<file path="config.mk">
export PLATFORM = sky130hd
export DESIGN_NAME = digit_serial_addsub
export DESIGN_NICKNAME = d
export VERILOG_FILES = /design/src/rtl/digit_serial_addsub.sv
export SDC_FILE = /design/constraint.sdc
export NUM_CORES = 1
export LEC_CHECK = 0
export ABC_AREA = 1
export CAP_MARGIN = 20
export CORE_ASPECT_RATIO = 0.5
export CORE_UTILIZATION = 38
export CTS_CLUSTER_SIZE = 20
export DETAILED_ROUTE_END_ITERATION = 6
export GPL_TIMING_DRIVEN = 0
export HOLD_SLACK_MARGIN = 0.15
export PLACE_DENSITY = 0.65
export SETUP_SLACK_MARGIN = 0.1
export SYNTH_ARGS = -nofsm -noshare
export SYNTH_HDL_FRONTEND = slang
export SYNTH_SLANG_ARGS = --single-unit
export TNS_END_PERCENT = 30
</file>
<file path="constraint.sdc">
create_clock -name clk -period 1.5 [get_ports clk]
set_input_delay 0.3 -clock clk [delete_from_list [all_inputs] [get_ports clk]]
set_output_delay 0.3 -clock clk [all_outputs]
set_load 0.05 [all_outputs]
</file>
<file path="src/rtl/digit_serial_addsub.sv">
// digit_serial_addsub: digit-serial two's-complement adder/subtractor, least-significant digit first
module digit_serial_addsub #(
    parameter int WIDTH = 16,
    parameter int DIGIT = 1
) (
    input  logic             clk,
    input  logic             reset,
    input  logic             start,
    input  logic             sub,
    input  logic             in_valid,
    input  logic [DIGIT-1:0] a_in,
    input  logic [DIGIT-1:0] b_in,
    output logic [DIGIT-1:0] sum_out,
    output logic             out_valid,
    output logic             busy,
    output logic             done,
    output logic [WIDTH-1:0] result,
    output logic             carry_out,
    output logic             overflow
);
    localparam int NDIG = WIDTH / DIGIT;
    localparam int CW = $clog2(NDIG + 1);

    typedef enum logic [1:0] {IDLE, RUN, DONE} state_t;

    state_t           state, state_nx;
    logic             sub_r, carry, acc, last;
    logic [CW-1:0]    cnt;
    logic [DIGIT-1:0] bx;
    logic [DIGIT:0]   t;

    generate
        if (DIGIT < 1 || DIGIT > WIDTH || WIDTH % DIGIT != 0) begin : g_bad_params
            $fatal(1, "digit_serial_addsub: DIGIT must divide WIDTH and not exceed it");
        end
    endgenerate

    assign busy = state != IDLE;
    assign done = state == DONE;

    // digit adder, beat acceptance and next-state selection
    always_comb begin
        bx = b_in ^ {DIGIT{sub_r}};
        t = {1'b0, a_in} + {1'b0, bx} + {{DIGIT{1'b0}}, carry};
        acc = state == RUN && in_valid;
        last = cnt == CW'(NDIG - 1);
        state_nx = state == IDLE ? (start ? RUN : IDLE) :
                   state == RUN  ? (acc && last ? DONE : RUN) : IDLE;
    end

    // state register
    always_ff @(posedge clk or posedge reset) begin
        if (reset) state <= IDLE;
        else       state <= state_nx;
    end

    // datapath: latch mode on start, then fold one digit per accepted beat into the result
    always_ff @(posedge clk or posedge reset) begin
        if (reset) begin
            sub_r     <= 1'b0;
            carry     <= 1'b0;
            cnt       <= '0;
            result    <= '0;
            sum_out   <= '0;
            out_valid <= 1'b0;
            carry_out <= 1'b0;
            overflow  <= 1'b0;
        end else begin
            out_valid <= acc;
            if (state == IDLE && start) begin
                sub_r  <= sub;
                carry  <= sub;
                cnt    <= '0;
                result <= '0;
            end else if (acc) begin
                sum_out <= t[DIGIT-1:0];
                carry   <= t[DIGIT];
                cnt     <= cnt + 1'b1;
                result  <= result | (WIDTH'(t[DIGIT-1:0]) << (cnt * DIGIT));
                if (last) begin
                    carry_out <= t[DIGIT];
                    overflow  <= (a_in[DIGIT-1] == bx[DIGIT-1]) && (t[DIGIT-1] != a_in[DIGIT-1]);
                end
            end
        end
    end
endmodule

</file>
==> metrics.md, run 1 <==
| Metric | Value |
|---|---|
| Status | `finished, violations left` |
| Failing checks | `setup timing` |
| Cell chain of the critical path | `xnor2_2 -> inv_1 -> fa_2 -> nand3_2 -> nor2_4 -> nand3_1 -> a21oi_2` |
| R2R setup slack | `-0.38 ns` |
| Synth Instances | `149` |
| Clock-pin slew on the worst setup and hold paths | `0.06 ns` |
| Final Slew Violations | `0` |
| Max H-tree Level | `2` |
| Layout Cells excl Fill | `228` |
| IO Count | `29` |
| Slew HR | `0.677` |
| Port Buf Inserts | `28` |
| Largest stage delay, worst path | `around 0.64 ns` |
| Grt total ovfl | `0` |
| Via count of the routed design | `1128` |
| Final #Nets | `197` |
| # placed instances | `217` |
| Clock sink count | `29` |
| Layout cell share with drive strength beyond 1 | `0.346` |
| Reg2Reg Launch Point | `sub_r$_DFFE_PP0P_` |
| Worst-Skew Late Latency | `0.28 ns` |
| Post-DRT Antenna Nets | `0` |
| Final instance area | `around 1900 µm²` |
| Maximum VDD drop | `0.000757 V` |
| Drt wl/cell | `13.4 µm` |
| Worst Setup EP | `result[12]$_DFFE_PP0P_` |
| Vias in the first global route | `1081` |
| Seq cells post-synth | `29` |
| Crit Path Max Fanout | `5` |
| Avg Cell Area, Syn | `8.84 µm²` |
| CTS tree | `yes` |
| Final period utilization | `1.25` |
| Die Y | `~44 µm` |
| First-pass GRT wire length | `5190 µm` |
| Reg2reg end | `result[12]$_DFFE_PP0P_` |
| CTS buffer count | `5` |
| Post-Syn Nets | `159` |
| Netlist cell types | `20` |
| Register Area | `728 µm²` |
| Worst setup SP type | `register` |
| Fillers | `276` |
| CP arrival | `2.09 ns` |
| Core box area | `between 3000 and 4000 µm²` |
| Final wirelength | `~3000 µm` |
| Crit path from | `sub_r$_DFFE_PP0P_` |
| Layout Skew | `0.00359 ns` |
| DR pass1 iterations | `4` |
| Min Tclk post-route | `1.88 ns` |
| GRT Total Usage | `0.191` |
| FF-to-FF path depth | `7` |
| Tightest Hold Check Type | `input pin to asynchronous set/reset pin` |
| Clk Tree Root Cell | `clkbuf_8` |
| Largest net degree at the start of global routing | `30` |
| Sequential share of the synthesized area | `0.551` |
| Place WS | `-0.776 ns` |
| DRC errors left | `0` |
| Worst Setup End Kind | `register` |
| Layout area overhead | `44.7%` |
| DP HPWL | `2180 µm` |
| P_leak | `0.000882 µW` |
| Longest Clk Path Bufs | `2` |
| Slowest CP cell | `fa_2` |
| Synth Warn # | `0` |
| Worst Slack Setup Final | `-0.382 ns` |
| Synth Cell Area | `1320 µm²` |
| Worst endpoint required time | `1.71 ns` |
| RSZ-0062 raised after global routing | `yes` |
| Worst hold slack | `0.329 ns` |
| Worst-Margin Slew | `0.486 ns` |
| Rows | `14` |
| Pwr per Cell Area | `about 2400 nW/µm²` |
| Initial drt markers | `a little over 80` |
| Die Wd | `around 85 µm` |
| Max Cap Viol | `0` |
| Initial Util | `0.418` |
| GP Congestion | `0.905` |
| F_max | `531 MHz` |
| Setup tns final | `-5.74 ns` |
| Worst setup path class | `register to register` |
| Initial antenna violation count | `0` |
| Die area | `3720 µm²` |
| Via/cell ratio | `4.95` |
| Antenna cells | `0` |
| Final Hold Vio Count | `0` |
| Multi-input logic area | `577 µm²` |
| Setup violations, final | `18` |
| Placed cell area | `1660 µm²` |
cells by family (layout without fill, tap and decap cells):
| family | after synthesis | count (layout) | share of synthesized area |
|---|---|---|---|
| AND/OR/NAND/NOR | 63 | 63 | 0.219 |
| AO/OA/AOI/OAI | 26 | 26 | 0.0997 |
| flip-flops | 29 | 29 | 0.551 |
| adder cells (fa/ha/maj) | 3 | 3 | 0.0342 |
| buffers and inverters | 27 | 66 | 0.0893 |
| XOR/XNOR | 1 | 1 | 0.00665 |
repair_timing:
action                                  4_1_cts  5_1_grt
endpoints found under the setup margin       43       26
pin swaps                                     9        6
gates cloned                                  0        0
hold buffers                                  0        0
resized for setup                            89       11
setup buffers                                 2        0
synthesized netlist by cell type:
library cell,n,area (µm²)
nand3_4,1,17.5
nand3_1,16,80.1
o21ai_0,8,40.0
nand2_1,15,56.3
o22ai_1,1,6.26
a21oi_1,16,80.1
nand2_4,1,11.3
ha_1,2,25.0
buf_2,1,5.00
buf_6,2,22.5
fa_1,1,20.0
nor2_1,24,90.1
dfrtp_1,29,726
nor2_2,2,12.5
inv_1,23,86.3
o21ai_1,1,5.00
xnor2_1,1,8.76
nor3_1,3,15.0
inv_2,1,3.75
nand2_2,1,6.26
worst max-delay path, delay by kind of cell (launching register included):
kind,cells,cell delay [ns]
flip-flops,1,0.41
AO/OA/AOI/OAI,1,0.12
adder cells (fa/ha/maj),1,0.64
buffers and inverters,1,0.09
XOR/XNOR,1,0.18
AND/OR/NAND/NOR,3,0.39
layout by cell type (no fill, tap or decap), types with 2 or more instances in the layout:
cell             instances
dfrtp_1                 27
inv_1                   23
clkdlybuf4s15_2         18
nand2_1                 15
nor2_1                  15
nand3_1                 11
a21oi_1                 10
nor2_2                   8
o21ai_0                  7
clkbuf_8                 7
a21oi_2                  6
clkdlybuf4s50_1          5
nand3_2                  4
buf_4                    4
nor2_4                   3
nor3_1                   3
nand3_4                  2
buf_6                    2
o21ai_1                  2
ha_1                     2
dfrtp_2                  2
dlygate4sd2_1            2
power breakdown:
part | internal [µW] | total, µW | switching (µW)
sequential | 1100 | 1340 | 241
combinational | 788 | 2500 | 1720
clock | 414 | 708 | 294
routing by layer:
layer  vias to the layer above  track usage  routed length, µm
li1                        550            -                  -
met1                       543        0.267               1520
met2                        30        0.282               1350
met3                         5       0.0533                151
met4                         0       0.0833                 31
met5                         -            0                  0
state kept, by name (all words and copies together) (netlist names):
name       cells
result        16
cnt            5
state          2
carry          1
carry_out      1
out_valid      1
overflow       1
sub_r          1
sum_out        1
how the worst min path moves through the flow:
stage                            endpoint
detailed placement    sum_out$_DFFE_PP0P_
global placement    carry_out$_DFFE_PP0P_
global route        result[1]$_DFFE_PP0P_
CTS                 result[8]$_DFFE_PP0P_
finish              result[1]$_DFFE_PP0P_
floorplan               carry$_DFFE_PP0P_
cell type report:
class / count / share of cell area
inverters: 24 / 0.0472
well taps: 40 / 0.0262
flip-flops and latches: 29 / 0.382
clock buffers: 7 / 0.0505
multi-input cells: 93 / 0.302
repair buffers: 31 / 0.175
plain buffers: 3 / 0.0144
clock inverters: 1 / 0.00262
metrics by stage:
stage / utilization / total power (µW)
4_1_cts: 0.587 / 4480
5_1_grt: 0.605 / 4850
2_1_floorplan: - / 2900
6_report: 0.605 / 4550
3_3_place_gp: 0.525 / 3560
3_5_place_dp: 0.525 / 3610
Power figures use the tool's default switching activity.
==> inputs of run 2 (changes only) <==
Settings changed: CELL_PAD_IN_SITES_DETAIL_PLACEMENT set to 0, CELL_PAD_IN_SITES_GLOBAL_PLACEMENT set to 1, CORE_UTILIZATION 38 to 33, PLACE_DENSITY 0.65 to not set, PLACE_DENSITY_LB_ADDON set to 0.1.
==> run 2 against run 1 <==
  * The run still ends with setup timing left
  * Non-clock buffer count did not move
  * First-iteration DRC count shrank 38%
  * Flip-flop and latch count stayed put
  * Clock skew grew 0.00090 ns
  * Core utilization shrank 8.7 points
  * Sequential power about the same
  * Power decreased by 3.8%
  * Sequential share of layout area is 0.60 points higher
  * Via count is 2.0% lower
  * Worst setup slack improved by 0.095 ns
  * Critical endpoint is now result[9]$_DFFE_PP0P_
  * Largest power group unchanged
==> metrics.md, run 2 (synthesized netlist as in run 1, its figures left out) <==
| Metric | Value |
|---|---|
| Status | `finished, violations left (unchanged)` |
| Failing checks | `setup timing (unchanged)` |
| Layout area overhead | `42.3% (was 44.7%)` |
| Clock-pin slew on the worst setup and hold paths | `0.06 ns (about the same)` |
| Largest net degree at the start of global routing | `16 (was 30)` |
| Final Slew Violations | `0 (unchanged)` |
| Die area | `4260 µm² (was 3720 µm²)` |
| Rows | `15 (was 14)` |
| Port Buf Inserts | `28 (unchanged)` |
| DP HPWL | `2180 µm (about the same)` |
| Worst-Skew Late Latency | `0.27 ns (was 0.28 ns)` |
| CTS tree | `yes (unchanged)` |
| Final wirelength | `2900 µm (was 3060 µm)` |
| Min Tclk post-route | `1.79 ns (was 1.88 ns)` |
| Largest stage delay, worst path | `0.62 ns (was 0.64 ns)` |
| Hold Buf Count CTS | `0 (unchanged)` |
| Maximum VDD drop | `0.00107 V (was 0.000757 V)` |
| Slew HR | `0.553 (was 0.677)` |
| Crit Path Max Fanout | `5 (unchanged)` |
| IO Count | `29 (unchanged)` |
| Max Cap Viol | `0 (unchanged)` |
| Drt wl/cell | `12.2 µm (was 13.4 µm)` |
| CP top delay family | `adder cells (unchanged)` |
| First-pass GRT wire length | `4970 µm (was 5190 µm)` |
| DR pass1 iterations | `4 (unchanged)` |
| Vias in the first global route | `1032 (was 1081)` |
| Largest regs | `result (16), cnt (5), state (2) (unchanged)` |
| Longest Clk Path Bufs | `2 (unchanged)` |
| Cell chain of the critical path | `xnor2_2 -> inv_1 -> fa_2 -> nand3_2 -> nor2_2 -> nand3_1 -> a21oi_1 (was xnor2_2 -> inv_1 -> fa_2 -> nand3_2 -> nor2_4 -> nand3_1 -> a21oi_2)` |
| Worst hold slack | `0.431 ns (was 0.329 ns)` |
| F_max | `560 MHz (was 531 MHz)` |
| Die Y | `46.7 µm (was 43.6 µm)` |
| Worst setup SP type | `register (unchanged)` |
| Via/cell ratio | `4.64 (was 4.95)` |
| Register Area | `727 µm² (was 728 µm²)` |
| Setup violations, final | `19 (was 18)` |
| Slowest CP cell | `fa_2 (unchanged)` |
| Worst endpoint required time | `1.70 ns (was 1.71 ns)` |
| Max H-tree Level | `2 (unchanged)` |
| Max FFs per register | `16 (unchanged)` |
| Largest Register | `result (unchanged)` |
| P_leak | `0.000868 µW (was 0.000882 µW)` |
| Tightest Hold Check Type | `input pin to asynchronous set/reset pin (unchanged)` |
| Multi-input logic area | `546 µm² (was 577 µm²)` |
| Initial drt markers | `50 (was 81)` |
| Clk Tree Root Cell | `clkbuf_8 (unchanged)` |
| Final #Nets | `197 (unchanged)` |
| Worst setup path class | `register to register (unchanged)` |
| Initial antenna violation count | `0 (unchanged)` |
| Final Hold Vio Count | `0 (unchanged)` |
| Worst-Margin Slew | `0.670 ns (was 0.486 ns)` |
| Pwr per Cell Area | `2340 nW/µm² (was 2390 nW/µm²)` |
| RSZ-0062 raised after global routing | `yes (unchanged)` |
| Layout cell share with drive strength beyond 1 | `0.305 (was 0.346)` |
| Final period utilization | `1.19 (was 1.25)` |
| Die Wd | `91.4 µm (was 85.3 µm)` |
| CP bufs+invs | `1 (unchanged)` |
| Post-DRT Antenna Nets | `0 (unchanged)` |
| Core box area | `3620 µm² (was 3150 µm²)` |
| Initial Util | `0.364 (was 0.418)` |
| Grt total ovfl | `0 (unchanged)` |
| Layout Skew | `0.00449 ns (was 0.00359 ns)` |
| CTS buffer count | `5 (unchanged)` |
| GRT Total Usage | `0.161 (was 0.191)` |
| Antenna cells | `0 (unchanged)` |
| Most frequent cells in the layout | `dfrtp_1, inv_1, clkdlybuf4s15_2 (unchanged)` |
| GP Congestion | `0.708 (was 0.905)` |
| Setup tns final | `-4.44 ns (was -5.74 ns)` |
| Worst Slack Setup Final | `-0.287 ns (was -0.382 ns)` |
| Via count of the routed design | `1105 (was 1128)` |
| Commonest non-fill, non-tap cell in the layout | `dfrtp_1 (unchanged)` |
| Worst Setup End Kind | `register (unchanged)` |
| Fillers | `361 (was 276)` |
| DRC errors left | `0 (unchanged)` |
| CP arrival | `1.99 ns (was 2.09 ns)` |
| Clock sink count | `29 (unchanged)` |
## run 2: changes by cell type in the layout (fill, tap and decap cells not counted), sizes merged
cell         before  now
dlygate4sd2       2    3
buf               8    7
clkinv            1    0
## run 2: final cells by class
| class | instances | share of cell area |
|---|---|---|
| tap | 51 | 0.0340 |
| inverter | 24 | 0.0481 |
| timing repair buffer | 31 | 0.178 |
| sequential | 29 | 0.388 |
| buffer | 3 | 0.0147 |
| clock buffer | 7 | 0.0461 |
| multi-input combinational | 93 | 0.291 |
## run 2: per-stage QoR
stage | area (µm²) | std cells | total power (µW) | utilization | setup slack, ns
2_1_floorplan | 1330 | 149 | 2900 | - | -0.118
3_3_place_gp | 1670 | 228 | 3580 | 0.461 | -0.694
3_5_place_dp | 1700 | 229 | 3610 | 0.468 | -0.694
4_1_cts | 1840 | 237 | 4310 | 0.508 | -0.313
5_1_grt | 1870 | 238 | 4690 | 0.517 | -0.396
6_report | 1870 | 238 | 4380 | 0.517 | -0.287
## run 2: worst reg2reg max path, cell delays in order, from the launching register on
cell	delay, ns
dfrtp_1	0.40
xnor2_2	0.15
inv_1	0.07
fa_2	0.62
nand3_2	0.12
nor2_2	0.14
nand3_1	0.09
a21oi_1	0.12
## run 2: final timing paths
path / startpoint / endpoint / slack (ns) / cells after the start
max in group asynchronous: reset / result[15]$_DFFE_PP0P_ / 0.56 / 3
min in group clk: result[7]$_DFFE_PP0P_ / result[7]$_DFFE_PP0P_ / 0.49 / 2
max reg2reg: sub_r$_DFFE_PP0P_ / result[9]$_DFFE_PP0P_ / -0.29 / 7
min: reset / result[11]$_DFFE_PP0P_ / 0.43 / 2
min reg2reg: result[7]$_DFFE_PP0P_ / result[7]$_DFFE_PP0P_ / 0.49 / 2
max: sub_r$_DFFE_PP0P_ / result[9]$_DFFE_PP0P_ / -0.29 / 7
## run 2: power by group
part / internal, µW / switching (µW) / total, µW / leakage (µW)
Combinational: 762 / 1640 / 2400 / 0.000449
Clock: 363 / 279 / 642 / 0.0000443
Sequential: 1100 / 239 / 1330 / 0.000375
## run 2: per-layer routing
| metal | wire length (µm) | track usage |
|---|---|---|
| met5 | 0 | 0 |
| met4 | 18 | 0.0381 |
| met3 | 145 | 0.0545 |
| met2 | 1170 | 0.247 |
| met1 | 1560 | 0.223 |
## run 2: repair_timing
| item | 4_1_cts | 5_1_grt |
|---|---|---|
| buffers inserted | 1 | 1 |
| pin swaps | 7 | 4 |
| gates resized for setup | 76 | 12 |
| setup endpoints to repair | 42 | 25 |
==> inputs of run 3 (changes only) <==
Settings changed: GPL_TIMING_DRIVEN 0 to not set.
==> run 3 against run 2 <==
  * The flow still finishes with violations (setup timing)
  * Wire length up 5.3%
  * Worst setup slack lost 0.088 ns
  * Via count rose by 1.6%
  * Critical endpoint is now result[5]$_DFFE_PP0P_
  * Largest cell class unchanged
  * Largest power group unchanged
==> metrics.md, run 3 (synthesized netlist as in run 1, its figures left out) <==
| Metric | Value |
|---|---|
| Antenna cells | `0 (unchanged)` |
| F_max | `533 MHz (was 560 MHz)` |
| P_sw | `2310 µW (was 2160 µW)` |
| Drt wl/cell | `12.6 µm (was 12.2 µm)` |
| Die Wd | `91.4 µm (unchanged)` |
| Final #Nets | `201 (was 197)` |
| Worst Slack Setup Final | `-0.375 ns (was -0.287 ns)` |
| Final instance area | `2110 µm² (was 1870 µm²)` |
| Maximum VDD drop | `0.00104 V (was 0.00107 V)` |
| Clock-pin slew on the worst setup and hold paths | `0.06 ns (about the same)` |
| Switching portion of total power | `0.450 (was 0.493)` |
| Worst setup SP type | `register (unchanged)` |
| Largest stage delay, worst path | `0.62 ns (about the same)` |
| Failing checks | `setup timing (unchanged)` |
| CTS buffer count | `5 (unchanged)` |
| Die Y | `46.7 µm (unchanged)` |
| Worst setup path class | `register to register (unchanged)` |
| Initial Util | `0.364 (unchanged)` |
| Hold Buf Count CTS | `0 (unchanged)` |
| Initial antenna violation count | `0 (unchanged)` |
| Layout Skew | `0.00508 ns (was 0.00449 ns)` |
| Worst Setup End Kind | `register (unchanged)` |
| GP Congestion | `0.833 (was 0.708)` |
| Die area | `4260 µm² (unchanged)` |
| # placed instances | `234 (was 229)` |
| Pwr per Cell Area | `2430 nW/µm² (was 2340 nW/µm²)` |
| Max Cap Viol | `0 (unchanged)` |
| Min Tclk post-route | `1.87 ns (was 1.79 ns)` |
| Via count of the routed design | `1123 (was 1105)` |
| CP top delay family | `adder cells (unchanged)` |
| Grt total ovfl | `0 (unchanged)` |
| Setup violations, final | `18 (was 19)` |
| R2R setup slack | `-0.37 ns (was -0.29 ns)` |
| Vias in the first global route | `1059 (was 1032)` |
| Clock sink count | `29 (unchanged)` |
| Core box area | `3620 µm² (unchanged)` |
| Port Buf Inserts | `28 (unchanged)` |
| Pint | `2810 µW (was 2220 µW)` |
| DP HPWL | `2220 µm (was 2180 µm)` |
| Via/cell ratio | `4.64 (about the same)` |
| Rows | `15 (unchanged)` |
| P_leak | `0.000983 µW (was 0.000868 µW)` |
| Post-DRT Antenna Nets | `0 (unchanged)` |
| RSZ-0062 raised after global routing | `yes (unchanged)` |
| GRT Total Usage | `0.170 (was 0.161)` |
| Final period utilization | `1.25 (was 1.19)` |
| Slew HR | `0.830 (was 0.553)` |
| Tightest Hold Check Type | `input pin to asynchronous set/reset pin (unchanged)` |
| Max H-tree Level | `2 (unchanged)` |
| Total power | `5120 µW (was 4380 µW)` |
| CP arrival | `2.08 ns (was 1.99 ns)` |
| CP bufs+invs | `1 (unchanged)` |
| First-pass GRT wire length | `5170 µm (was 4970 µm)` |
| Commonest non-fill, non-tap cell in the layout | `dfrtp_1 (unchanged)` |
| Largest regs | `result (16), cnt (5), state (2) (unchanged)` |
| Worst endpoint required time | `1.70 ns (about the same)` |
| Largest net degree at the start of global routing | `30 (was 16)` |
| Status | `finished, violations left (unchanged)` |
| Most frequent cells in the layout | `dfrtp_1, buf_12, inv_1 (was dfrtp_1, inv_1, clkdlybuf4s15_2)` |
| Clock network fraction of design power | `0.125 (was 0.147)` |
| Layout cell share with drive strength beyond 1 | `0.330 (was 0.305)` |
| Final Hold Vio Count | `0 (unchanged)` |
| Worst-Margin Slew | `0.254 ns (was 0.670 ns)` |
| Layout Cells excl Fill | `242 (was 238)` |
| Setup tns final | `-5.23 ns (was -4.44 ns)` |
| Post-Route Utilization | `0.582 (was 0.517)` |
| Most frequent CP cell | `nand3_1` |
| Placed cell area | `1950 µm² (was 1700 µm²)` |
| Final Slew Violations | `0 (unchanged)` |
| Final wirelength | `3050 µm (was 2900 µm)` |
| Crit Path Max Fanout | `5 (unchanged)` |
| Longest Clk Path Bufs | `2 (unchanged)` |
| Initial drt markers | `47 (was 50)` |
| Clk Tree Root Cell | `clkbuf_8 (unchanged)` |
| Part of the power in registers | `0.276 (was 0.305)` |
| IO Count | `29 (unchanged)` |
| Max FFs per register | `16 (unchanged)` |
| DR pass1 iterations | `4 (unchanged)` |
| CTS tree | `yes (unchanged)` |
| Slowest CP cell | `fa_2 (unchanged)` |
| Comb pwr share | `0.599 (was 0.549)` |
| Largest Register | `result (unchanged)` |
| Worst-Skew Late Latency | `0.27 ns (about the same)` |
| Layout area overhead | `59.9% (was 42.3%)` |
| Cell chain of the critical path | `xnor2_2 -> inv_1 -> fa_2 -> nand3_1 -> nor2_1 -> nand3_1 -> a21oi_1 (was xnor2_2 -> inv_1 -> fa_2 -> nand3_2 -> nor2_2 -> nand3_1 -> a21oi_1)` |
| DRC errors left | `0 (unchanged)` |
## run 3: changes by cell type in the layout (fill, tap and decap cells not counted), sizes merged
| cell | before | now |
|---|---|---|
| buf | 7 | 32 |
| clkdlybuf4s15 | 18 | 0 |
| dlygate4sd2 | 3 | 1 |
| clkbuf | 8 | 7 |
## run 3: final cells by class
type | count | area, µm²
flip-flops and latches | 29 | 727
fillers | 306 | 1520
well taps | 51 | 63.8
clock buffers | 7 | 86.3
inverters | 24 | 90.1
repair buffers | 38 | 599
multi-input cells | 93 | 541
## run 3: through the flow
stage | hold slack, ns | setup slack, ns
2_1_floorplan | 0.378 | -0.118
3_3_place_gp | 0.528 | -0.680
3_5_place_dp | 0.525 | -0.691
4_1_cts | 0.368 | -0.330
5_1_grt | 0.399 | -0.462
6_report | 0.362 | -0.375
## run 3: worst min-delay path, cell delays in order
cell and delay (ns):
clkdlybuf4s50_1 0.40, inv_1 0.09, buf_12 0.20
## run 3: final timing paths
check                             startpoint                     to  depth (start not counted)
setup reg to reg           sub_r$_DFFE_PP0P_  result[5]$_DFFE_PP0P_                          7
min in group clk           sub_r$_DFFE_PP0P_      sub_r$_DFFE_PP0P_                          2
setup / recovery           sub_r$_DFFE_PP0P_  result[5]$_DFFE_PP0P_                          7
max in group asynchronous              reset     state[0]$_DFF_PP0_                          3
hold / removal                         reset  result[3]$_DFFE_PP0P_                          3
hold reg to reg            sub_r$_DFFE_PP0P_      sub_r$_DFFE_PP0P_                          2
## run 3: timing repair
| item | CTS | global route |
|---|---|---|
| pin swaps | 6 | 3 |
| resized for setup | 13 | 10 |
| setup endpoints to repair | 21 | 22 |
| hold endpoints to repair | 0 | 0 |
| buffers inserted | 0 | 1 |
## run 3: metal layers
| layer | global-route usage | part of all wire | vias up |
|---|---|---|---|
| li1 | - | - | 560 |
| met1 | 0.225 | 0.50 | 536 |
| met2 | 0.261 | 0.45 | 25 |
| met3 | 0.0578 | 0.048 | 2 |
| met4 | 0.0698 | 0.0039 | 0 |
| met5 | 0 | 0 | - |
## run 3: power by group through the flow
stage          Combinational (µW)  Sequential, µW  Clock [µW]
4_1_cts                      2990            1420         665
6_report                     3070            1410         641
5_1_grt                      3290            1450         700
3_5_place_dp                 2880            1420           0
3_3_place_gp                 2870            1410           0
2_1_floorplan                 893            2010           0
